File: src/rtl/datapath_seq_pkg.sv
// Shared types for the datapath sequencer:
// FSM states, instruction classes and field positions.
package datapath_seq_pkg;

    typedef enum logic [2:0] {
        S_IDLE,
        S_FETCH,
        S_FETCH_CONST,
        S_EXEC,
        S_HALT
    } state_e;

    typedef enum logic [1:0] {
        CLS_ALU   = 2'b00,
        CLS_LOADI = 2'b01,
        CLS_COPY  = 2'b10,
        CLS_HALT  = 2'b11
    } insn_class_e;

    localparam int OP_LSB   = 29;
    localparam int FORM_BIT = 28;
    localparam int VEC_LSB  = 26;
    localparam int A_LSB    = 22;
    localparam int B_LSB    = 18;
    localparam int C_LSB    = 14;
    localparam int D_LSB    = 10;
    localparam int Y1_LSB   = 6;
    localparam int Y2_LSB   = 2;
    localparam int CLS_LSB  = 0;

    typedef struct packed {
        logic [2:0] op;
        logic       form;
        logic [1:0] vec;
        logic [3:0] a;
        logic [3:0] b;
        logic [3:0] c;
        logic [3:0] d;
        logic [3:0] y1;
        logic [3:0] y2;
    } insn_fields_t;

    function automatic insn_class_e word_class(
        input logic [31:0] w
    );
        return insn_class_e'(w[CLS_LSB +: 2]);
    endfunction

endpackage

File: src/rtl/datapath_sequencer_decode.sv
// Combinational instruction decoder: splits a word
// into fields, class and the zero-operand flags.
module insn_decode
    import datapath_seq_pkg::*;
(
    input  logic [31:0]  word_i,
    output insn_fields_t fields_o,
    output insn_class_e  cls_o,
    output logic [3:0]   zero_reg_o
);

    assign fields_o.op   = word_i[OP_LSB +: 3];
    assign fields_o.form = word_i[FORM_BIT];
    assign fields_o.vec  = word_i[VEC_LSB +: 2];
    assign fields_o.a    = word_i[A_LSB +: 4];
    assign fields_o.b    = word_i[B_LSB +: 4];
    assign fields_o.c    = word_i[C_LSB +: 4];
    assign fields_o.d    = word_i[D_LSB +: 4];
    assign fields_o.y1   = word_i[Y1_LSB +: 4];
    assign fields_o.y2   = word_i[Y2_LSB +: 4];
    assign cls_o         = word_class(word_i);

    assign zero_reg_o = {
        fields_o.d == 4'd0,
        fields_o.c == 4'd0,
        fields_o.b == 4'd0,
        fields_o.a == 4'd0
    };

endmodule

File: src/rtl/datapath_sequencer.sv
// Instruction sequencer: fetches words from imem,
// holds the decoded instruction and pulses datapath controls.
module datapath_sequencer
    import datapath_seq_pkg::*;
#(
    parameter logic [15:0] RESET_PC = 16'h0000
) (
    input  logic        clk,
    input  logic        rst,
    input  logic        run,
    output logic        imem_req,
    output logic [15:0] imem_addr,
    input  logic        imem_ack,
    input  logic [31:0] imem_rdata,
    output logic [2:0]  op,
    output logic        form,
    output logic [1:0]  vec,
    output logic [3:0]  A,
    output logic [3:0]  B,
    output logic [3:0]  C,
    output logic [3:0]  D,
    output logic [3:0]  Y1,
    output logic [3:0]  Y2,
    output logic [3:0]  zero_reg,
    output logic [1:0]  write,
    output logic        const_a,
    output logic [31:0] constant,
    output logic        program_counter_inc,
    output logic        copy_neg,
    output logic [3:0]  copy_select,
    output logic        busy,
    output logic        halted,
    output logic [15:0] pc
);

    state_e       state_q, state_d;
    logic [15:0]  pc_q, pc_d;
    logic [31:0]  insn_q, insn_d;
    logic [31:0]  const_q, const_d;
    insn_fields_t fld;
    insn_class_e  cls;

    insn_decode u_dec (
        .word_i     (insn_q),
        .fields_o   (fld),
        .cls_o      (cls),
        .zero_reg_o (zero_reg)
    );

    always_ff @(posedge clk or posedge rst) begin
        if (rst) begin
            state_q <= S_IDLE;
            pc_q    <= RESET_PC;
            insn_q  <= '0;
            const_q <= '0;
        end else begin
            state_q <= state_d;
            pc_q    <= pc_d;
            insn_q  <= insn_d;
            const_q <= const_d;
        end
    end

    always_comb begin
        state_d             = state_q;
        pc_d                = pc_q;
        insn_d              = insn_q;
        const_d             = const_q;
        imem_req            = 1'b0;
        write               = 2'b00;
        const_a             = 1'b0;
        program_counter_inc = 1'b0;
        copy_neg            = 1'b0;
        copy_select         = 4'd0;

        unique case (state_q)
            S_IDLE: begin
                if (run) state_d = S_FETCH;
            end
            S_FETCH: begin
                imem_req = 1'b1;
                if (imem_ack) begin
                    insn_d = imem_rdata;
                    pc_d   = pc_q + 16'd1;
                    unique case (word_class(imem_rdata))
                        CLS_LOADI: state_d = S_FETCH_CONST;
                        CLS_HALT:  state_d = S_HALT;
                        default:   state_d = S_EXEC;
                    endcase
                end
            end
            S_FETCH_CONST: begin
                imem_req = 1'b1;
                if (imem_ack) begin
                    const_d = imem_rdata;
                    pc_d    = pc_q + 16'd1;
                    state_d = S_EXEC;
                end
            end
            S_EXEC: begin
                program_counter_inc = 1'b1;
                unique case (cls)
                    CLS_ALU:
                        write = fld.form ? 2'b10 : 2'b01;
                    CLS_LOADI: begin
                        write   = 2'b01;
                        const_a = 1'b1;
                    end
                    CLS_COPY: begin
                        write       = 2'b01;
                        copy_neg    = fld.form;
                        copy_select = fld.d;
                    end
                    CLS_HALT: write = 2'b00;
                endcase
                state_d = run ? S_FETCH : S_IDLE;
            end
            S_HALT: begin
                if (!run) state_d = S_IDLE;
            end
            default: state_d = S_IDLE;
        endcase
    end

    assign op        = fld.op;
    assign form      = fld.form;
    assign vec       = fld.vec;
    assign A         = fld.a;
    assign B         = fld.b;
    assign C         = fld.c;
    assign D         = fld.d;
    assign Y1        = fld.y1;
    assign Y2        = fld.y2;
    assign constant  = const_q;
    assign imem_addr = pc_q;
    assign pc        = pc_q;
    assign halted    = (state_q == S_HALT);
    assign busy      = (state_q != S_IDLE) &&
                       (state_q != S_HALT);

endmodule

File: config.mk
export PLATFORM = sky130hd
export DESIGN_NAME = datapath_sequencer
export DESIGN_NICKNAME = d
export VERILOG_FILES = /design/src/rtl/datapath_seq_pkg.sv /design/src/rtl/datapath_sequencer_decode.sv /design/src/rtl/datapath_sequencer.sv
export SDC_FILE = /design/constraint.sdc
export NUM_CORES = 1
export LEC_CHECK = 0
export CAP_MARGIN = 20
export CORE_MARGIN = 8
export CORE_UTILIZATION = 43
export CTS_CLUSTER_DIAMETER = 40
export CTS_CLUSTER_SIZE = 25
export DETAILED_ROUTE_END_ITERATION = 6
export PLACE_DENSITY = 0.88
export RECOVER_POWER = 50
export SLEW_MARGIN = 20
export SYNTH_ARGS = -nofsm -noshare
export SYNTH_HDL_FRONTEND = slang
export SYNTH_SLANG_ARGS = --single-unit
File: constraint.sdc
create_clock -name clk -period 2.7 [get_ports clk]
set_input_delay 0.27 -clock clk [delete_from_list [all_inputs] [get_ports clk]]
set_output_delay 0.27 -clock clk [all_outputs]
set_load 0.01 [all_outputs]
==> results.yml, run 1 <==
run_status:
  status: "finished, violations left"
  violations: "capacitance limit, slew limit"
route:
  first_iter_violations: 42
  post-route-drc-count: 0
  routed-via-count: 2544
  route.antenna.remaining_nets: 0
  via_per_inst: 4.998
  routedWlPerCell_microns: 18.04
  drt_first_pass_iters: 4
  wl_microns: 9181
layout:
  antenna_cells: 0
  final_cell_mix: "100 x clkdlybuf4s50_1, 83 x dfrtp_1, 61 x mux2_2"
  multiInputGateArea_sq_um: 1285
  fillerInstances: 673
  seq_area_sq_um: 2077
  final_nets: 439
  areaGrowthSynthToFinish_pct: 44.95
  drive_above_1_share_pct: 20.79
  final_common_cell: "clkdlybuf4s50_1"
synthesis:
  synthesis.area_sq_um: 3602
  syn_inst: 263
  seq_area_frac_synth_pct: 57.66
  yosysWarnings: 0
  yosysUniqueCellTypes: 33
  avgSynthCellArea_sq_um: 13.70
  synth-seq-cells: 83
  syn_nets: 303
clock_tree:
  clkTransAtPathRegs_ps: 80
  cts_buffers: 9
  cts_resized: 0
  cts_root_buffer: "clkbuf_8"
  htreeDepth: 3
  cts_tree: "built"
  cts.sinks: 83
  hold_buffers: 0
  cts_setup_buffers: 0
  clockBufferDepth: 2
  insertion_delay_ps: 350
setup_path:
  cp-end-kind: "primary output"
  crit_required_ps: 2430
  worstPathArrival_ps: 2150
  cp_max_fo: 12
  worstSetupPathType: "reg2out"
  start_kind: "flip-flop"
hold_path:
  worst_hold_path_type: "reg2reg"
power:
  ir_worst_vdd_mv: 0.6254
  report.power.total_mw: 5.747
  power_density_nw_per_um2: 1101
  p_leak_nw: 2.212
timing:
  maxSlewHeadroom_pct: -17.86
  fmax_ghz: 0.4139
  rsz0062_at_grt: "no"
  final-hold-violation-count: 0
  skew_ps: 13.83
  fin_crit_ps: 2416
  setup_viol: 0
  slew_violations: 45
  tightest_slew_ps: 1766
  fin_tns_setup_ps: 0
  fin_crit_sh_pct: 89.49
global_routing:
  grt_overflow: 0
  grtUsageTotal_pct: 15.92
  antenna_found_initial: 0
  grt_pass1_wl_microns: 14680
  grt_max_degree: 46
  first_global_vias: 2788
die:
  initial_utilization_pct: 44.06
  rows: 33
  core-area_sq_um: 8175
  io_pins: 146
  die_h_microns: 107.5
  fp.dieW_microns: 107.5
  die_area_sq_um: 11560
placed_design:
  io_buffers: 145
  gp_congestion: 0.7637
  place_hpwl_microns: 6970
run:
  cap_violations: 1
-- synth_stat cells --
cell,count,area (sq um)
a211oi_1,2,15.01
a21oi_1,4,20.02
and2_1,1,6.260
and3_1,6,37.54
and4_1,1,8.760
and4b_1,1,10.01
buf_4,24,180.2
buf_6,1,11.26
dfrtp_1,83,2077
ha_1,4,50.05
inv_1,6,22.52
mux2_1,2,22.52
mux2_2,61,686.9
nand2_1,12,45.04
nand2b_4,1,13.76
nand3_1,5,25.02
nand3_4,1,17.52
nand4_1,4,25.02
nand4b_1,1,8.760
nor2_1,6,22.52
nor2_2,1,6.260
nor2b_1,1,6.260
nor3_1,5,25.02
nor3_4,1,16.27
nor3b_1,1,7.510
nor3b_2,1,12.51
nor4_1,4,25.02
nor4_4,1,21.27
o21ai_0,3,15.01
or2_2,1,6.260
or3_1,1,6.260
xnor2_1,9,78.83
xor2_1,8,70.07
-- metal layers --
metal  vias to the layer above  part of all wire [%]  track usage [%]
met5                         -                     0                0
met4                         0                   1.1            5.451
met3                         9                   9.0            5.868
met2                        86                    51            27.72
met1                      1278                    39            17.42
li1                       1171                     -                -
-- worst paths after layout --
kind,from,to,slack (ps),cells after the start
min in group asynchronous,rst,imem_addr[10]$_DFFE_PP0P_,930,2
max,state_q[1]$_DFFE_PP0P_,copy_neg,280,4
min,constant[26]$_DFFE_PP0P_,constant[26]$_DFFE_PP0P_,490,1
max reg2reg,state_q[2]$_DFFE_PP0P_,insn_q[22]$_DFFE_PP0P_,340,4
min reg2reg,constant[26]$_DFFE_PP0P_,constant[26]$_DFFE_PP0P_,490,1
max in group asynchronous,rst,constant[6]$_DFFE_PP0P_,680,3
-- per-stage QoR --
| stage | hold slack, ps | std cells | util [%] | cell area [sq um] | setup slack (ps) |
|---|---|---|---|---|---|
| CTS | 399.0 | 509 | 64.48 | 5271 | 199.5 |
| global placement | 469.1 | 493 | 61.92 | 5062 | 666.6 |
| floorplan | 386.8 | 263 | - | 3602 | 293.2 |
| global route | 518.3 | 509 | 63.87 | 5221 | 115.0 |
| detailed placement | 482.5 | 493 | 61.92 | 5062 | 578.3 |
| finish | 488.4 | 509 | 63.87 | 5221 | 283.7 |
-- sequential cells by signal, summed over array words and instances, names as in the netlist --
name and cells:
imem_addr 16, state_q 3, insn_q 32, constant 32
-- power by group --
part / internal, mW / switching [mW]
combinational: 1.54 / 1.06
clock: 0.519 / 0.437
sequential: 1.79 / 0.402
total: 3.85 / 1.90
-- cells by family after synthesis --
kind of cell             count (synthesis)  synth area share (%)
buffers and inverters                   31                 5.939
AND/OR/NAND/NOR                         56                 9.795
flip-flops                              83                 57.66
XOR/XNOR                                17                 4.134
multiplexers                            63                 19.69
adder cells (fa/ha/maj)                  4                 1.389
AO/OA/AOI/OAI                            9                 1.389
-- area by class of cell --
| class | count | share of cell area (%) |
|---|---|---|
| Multi-Input combinational cell | 149 | 24.61 |
| Inverter | 6 | 0.4313 |
| Clock inverter | 5 | 1.486 |
| Tap cell | 105 | 2.516 |
| Clock buffer | 11 | 2.516 |
| Timing Repair Buffer | 150 | 28.66 |
| Sequential cell | 83 | 39.78 |
-- worst max-delay path: stages, from the launching register on --
cell,delay [ps]
dfrtp_1,550
nand2_1,140
nor2_1,320
and3_1,220
clkdlybuf4s50_1,570
No activity file was read; power rests on OpenSTA's default activity.
==> run 2, diff against run 1 <==
- CTS_BUF_LIST: default -> sky130_fd_sc_hd__clkbuf_16
==> results.yml, run 2 (synthesized netlist as in run 1, its figures left out) <==
layout:
  seq_area_sq_um: 2077
  final_common_cell: "clkdlybuf4s50_1"
  final_nets: 439
  antenna_cells: 0
  finalInstanceArea_sq_um: 5354
  multiInputGateArea_sq_um: 1316
  drive_above_1_share_pct: 21.53
  areaGrowthSynthToFinish_pct: 48.63
  fillerInstances: 653
  final_cell_mix: "95 x clkdlybuf4s50_1, 83 x dfrtp_1, 61 x mux2_2"
run_status:
  violations: "capacitance limit, slew limit"
  status: "finished, violations left"
setup_path:
  crit_required_ps: 2430
  cp_max_fo: 12
  worstPathArrival_ps: 2180
  start_kind: "flip-flop"
  cp-end-kind: "primary output"
  r2r_slack_ps: 550
  ff2ff_path_depth: 4
  r2r_start: "state_q[2]$_DFFE_PP0P_"
  worstSetupPathType: "reg2out"
  rr_endpoint: "insn_q[22]$_DFFE_PP0P_"
  crit_slowest_cell: "dfrtp_1"
  max_stage_delay_ps: 590
  crit_path_cell_trace: "nand2_1 > nor2_1 > and3_1 > clkdlybuf4s50_1"
global_routing:
  first_global_vias: 2805
  antenna_found_initial: 0
  grt_max_degree: 46
  grt_overflow: 0
  grtUsageTotal_pct: 16.02
  grt_pass1_wl_microns: 14850
timing:
  skew_ps: 9.546
  maxSlewHeadroom_pct: -18.20
  fin_crit_sh_pct: 90.64
  fmax_ghz: 0.4086
  slew_violations: 45
  rsz0062_at_grt: "no"
  setup_viol: 0
  fin_tns_setup_ps: 0
  final-hold-violation-count: 0
  fin_crit_ps: 2447
  tightest_slew_ps: 1771
clock_tree:
  cts_buffers: 9
  insertion_delay_ps: 330
  clkTransAtPathRegs_ps: 60
  clockBufferDepth: 2
  htreeDepth: 3
  hold_buffers: 0
  cts_resized: 0
  cts.sinks: 83
  cts_tree: "built"
  cts_root_buffer: "clkbuf_16"
  cts_setup_buffers: 0
placed_design:
  gp_congestion: 0.7637
  placed_cell_area_sq_um: 5062
  place_hpwl_microns: 6970
  io_buffers: 145
power:
  ir_worst_vdd_mv: 0.5863
  power_density_nw_per_um2: 1136
  p_leak_nw: 2.269
die:
  rows: 33
  core-area_sq_um: 8175
  die_area_sq_um: 11560
  fp.dieW_microns: 107.5
  io_pins: 146
  initial_utilization_pct: 44.06
  die_h_microns: 107.5
route:
  routed-via-count: 2586
  wl_microns: 9198
  route.antenna.remaining_nets: 0
  post-route-drc-count: 0
  routedWlPerCell_microns: 18.07
  first_iter_violations: 35
  via_per_inst: 5.081
  drt_first_pass_iters: 4
run:
  cap_violations: 1
hold_path:
  hp-start: "constant[26]$_DFFE_PP0P_"
  hold_path_depth: 1
  worst_hold_path_type: "reg2reg"
  whs_endpoint: "constant[26]$_DFFE_PP0P_"
[run 2: cell count changes in the layout (fill, tap and decap cells not counted)]
cell	before	now
nand2b_4	0	1
nor3_1	6	5
nand3_4	0	1
nand2b_1	1	0
clkbuf_8	9	0
clkbuf_1	2	0
clkbuf_16	0	9
inv_1	6	8
dlygate4sd3_1	45	50
nand3_1	6	5
nor3_4	0	1
clkdlybuf4s50_1	100	95
[run 2: final cells by class]
cell class / count / area share [%]
timing repair buffer: 150 / 27.95
tap: 105 / 2.454
multi-input combinational: 149 / 24.59
clock buffer: 9 / 4.207
inverter: 6 / 0.4207
sequential: 83 / 38.79
clock inverter: 7 / 1.589
[run 2: stage by stage]
stage | instances | hold WS, ps | utilization (%) | power (mW) | worst slack (ps)
after global routing | 509 | 513.0 | 65.49 | 6.438 | 71.22
after detailed placement | 493 | 482.5 | 61.92 | 5.050 | 578.3
after floorplan | 263 | 386.8 | - | 3.482 | 293.2
final | 509 | 483.6 | 65.49 | 6.080 | 252.6
after CTS | 509 | 431.2 | 65.72 | 6.336 | 221.0
after global placement | 493 | 469.1 | 61.92 | 4.929 | 666.6
[run 2: worst max path at each step]
stage / depth (start not counted) / end / startpoint
after floorplan: 1 / constant[0]$_DFFE_PP0P_ / rst
after global placement: 4 / copy_neg / state_q[1]$_DFFE_PP0P_
after detailed placement: 4 / copy_neg / state_q[1]$_DFFE_PP0P_
after CTS: 4 / copy_neg / state_q[1]$_DFFE_PP0P_
after global routing: 4 / copy_neg / state_q[1]$_DFFE_PP0P_
final: 4 / copy_neg / state_q[1]$_DFFE_PP0P_
[run 2: per-layer routing]
metal / vias up / share of wire, % / global-route usage, %
li1: 1180 / - / -
met2: 100 / 51 / 28.03
met3: 9 / 9.5 / 5.988
met5: - / 0 / 0
met4: 0 / 1.1 / 5.055
met1: 1297 / 38 / 17.53
[run 2: worst max-delay path: cells and delay by family, from the launching register on]
kind	cells	cell delay, ps
AND/OR/NAND/NOR	3	690
flip-flops	1	590
buffers and inverters	1	570
[run 2: where the power goes]
part	switching (mW)	internal [mW]	total (mW)
logic	1.07	1.53	2.61
clock network	0.470	0.800	1.27
registers	0.408	1.80	2.20
total	1.95	4.13	6.08
==> run 3, diff against run 2 <==
- CORE_UTILIZATION: 43 -> 47
- PLACE_DENSITY: 0.88 -> 0.94
- clock period: 2.7 -> 2.97 ns (I/O delays scaled with it)
==> results.yml, run 3 (synthesized netlist as in run 1, its figures left out) <==
die:
  rows: 32
  initial_utilization_pct: 47.60
  fp.dieW_microns: 103.5
  io_pins: 146
  die_h_microns: 103.5
  core-area_sq_um: 7567
  die_area_sq_um: 10720
global_routing:
  grt_overflow: 0
  grt_pass1_wl_microns: 14900
  grt_max_degree: 84
  grtUsageTotal_pct: 17.01
  antenna_found_initial: 0
  first_global_vias: 2820
power:
  power_density_nw_per_um2: 1035
  report.power.total_mw: 5.518
  p_leak_nw: 2.238
  ir_worst_vdd_mv: 0.4675
timing:
  slew_violations: 84
  fmax_ghz: 0.3945
  holdWs_ps: 494.2
  fin_crit_sh_pct: 85.35
  final-hold-violation-count: 0
  maxSlewHeadroom_pct: -32.75
  skew_ps: 3.777
  setup_viol: 0
  tightest_slew_ps: 1991
  rsz0062_at_grt: "no"
  fin_tns_setup_ps: 0
  fin_crit_ps: 2535
placed_design:
  place_hpwl_microns: 6749
  gp_congestion: 0.7842
  placed_cell_area_sq_um: 5044
  io_buffers: 145
  dp_cells: 488
layout:
  final_cell_mix: "96 x clkdlybuf4s50_1, 83 x dfrtp_1, 61 x mux2_2"
  areaGrowthSynthToFinish_pct: 48.04
  antenna_cells: 0
  finalNonFillerCells: 503
  finalInstanceArea_sq_um: 5333
  fillerInstances: 546
  final_common_cell: "clkdlybuf4s50_1"
  drive_above_1_share_pct: 21.45
  final_nets: 437
setup_path:
  rr_endpoint: "constant[8]$_DFFE_PP0P_"
  cp_num_buf_inv: 1
  ff2ff_path_depth: 4
  r2r_slack_ps: 1190
  max_stage_delay_ps: 610
  cp-end-kind: "primary output"
  start_kind: "flip-flop"
  cp_max_fo: 12
  worstPathArrival_ps: 2240
  crit_slowest_cell: "dfrtp_1"
  worstSetupPathType: "reg2out"
  crit_family: "simple AND/OR/NAND/NOR gates"
  crit_required_ps: 2670
  r2r_start: "state_q[1]$_DFFE_PP0P_"
  crit_path_cell_trace: "nand2_1 > nor2_1 > and3_1 > clkdlybuf4s50_1"
hold_path:
  hp-start: "imem_addr[15]$_DFFE_PP0P_"
  hold_path_depth: 1
  worst_hold_path_type: "reg2reg"
  whs_endpoint: "imem_addr[15]$_DFFE_PP0P_"
run_status:
  status: "finished, violations left"
  violations: "capacitance limit, slew limit"
route:
  routedWlPerCell_microns: 17.74
  post-route-drc-count: 0
  first_iter_violations: 45
  route.antenna.remaining_nets: 0
  drt_first_pass_iters: 4
  wl_microns: 8923
  routed-via-count: 2520
  via_per_inst: 5.010
clock_tree:
  cts_tree: "built"
  cts_setup_buffers: 0
  htreeDepth: 3
  clkTransAtPathRegs_ps: 60
  cts_resized: 0
  cts_buffers: 9
  insertion_delay_ps: 330
  cts.sinks: 83
  hold_buffers: 0
  clockBufferDepth: 2
  cts_root_buffer: "clkbuf_16"
run:
  cap_violations: 1
-- run 3: worst max-delay path by stage --
stage / from / to / slack [ps] / cells after the start
floorplan: rst / constant[0]$_DFFE_PP0P_ / 540 / 1
global placement: state_q[1]$_DFFE_PP0P_ / copy_neg / 910 / 4
detailed placement: state_q[1]$_DFFE_PP0P_ / copy_neg / 820 / 4
CTS: state_q[1]$_DFFE_PP0P_ / copy_neg / 450 / 4
global route: rst / insn_q[6]$_DFFE_PP0P_ / 160 / 3
finish: state_q[1]$_DFFE_PP0P_ / copy_neg / 440 / 4
-- run 3: routing by layer --
metal  wire [microns]  vias to the layer above  track usage (%)
li1                 -                     1164                -
met1             3132                     1251            16.87
met2             4741                       90            29.88
met3              872                       15            7.931
met4              177                        0            7.030
met5                0                        -                0
-- run 3: layout make-up --
class                           count  area [sq um]  area share [%]
Clock inverter                      6         91.34           1.713
Sequential cell                    83          2077           38.95
Timing Repair Buffer              148          1484           27.83
Inverter                            6         23.77          0.4458
Clock buffer                        9         225.2           4.223
Tap cell                          102         127.6           2.393
Multi-Input combinational cell    149          1304           24.45
-- run 3: metrics by stage --
stage | setup slack, ps | utilization (%)
final | 435.2 | 70.47
after global routing | 164.6 | 70.47
after CTS | 445.3 | 70.83
after detailed placement | 823.6 | 66.65
after global placement | 911.8 | 66.65
after floorplan | 536.2 | -
-- run 3: worst reg2reg max path: stages (launching register included) --
cell	delay [ps]
dfrtp_1	610
nand2_1	190
nor2_4	260
buf_12	230
mux2_2	380
-- run 3: power by group --
group	leakage [nW]	internal [mW]	switching (mW)
clock network	0.144	0.732	0.434
registers	1.01	1.63	0.366
logic	1.08	1.40	0.958
total	2.24	3.76	1.76
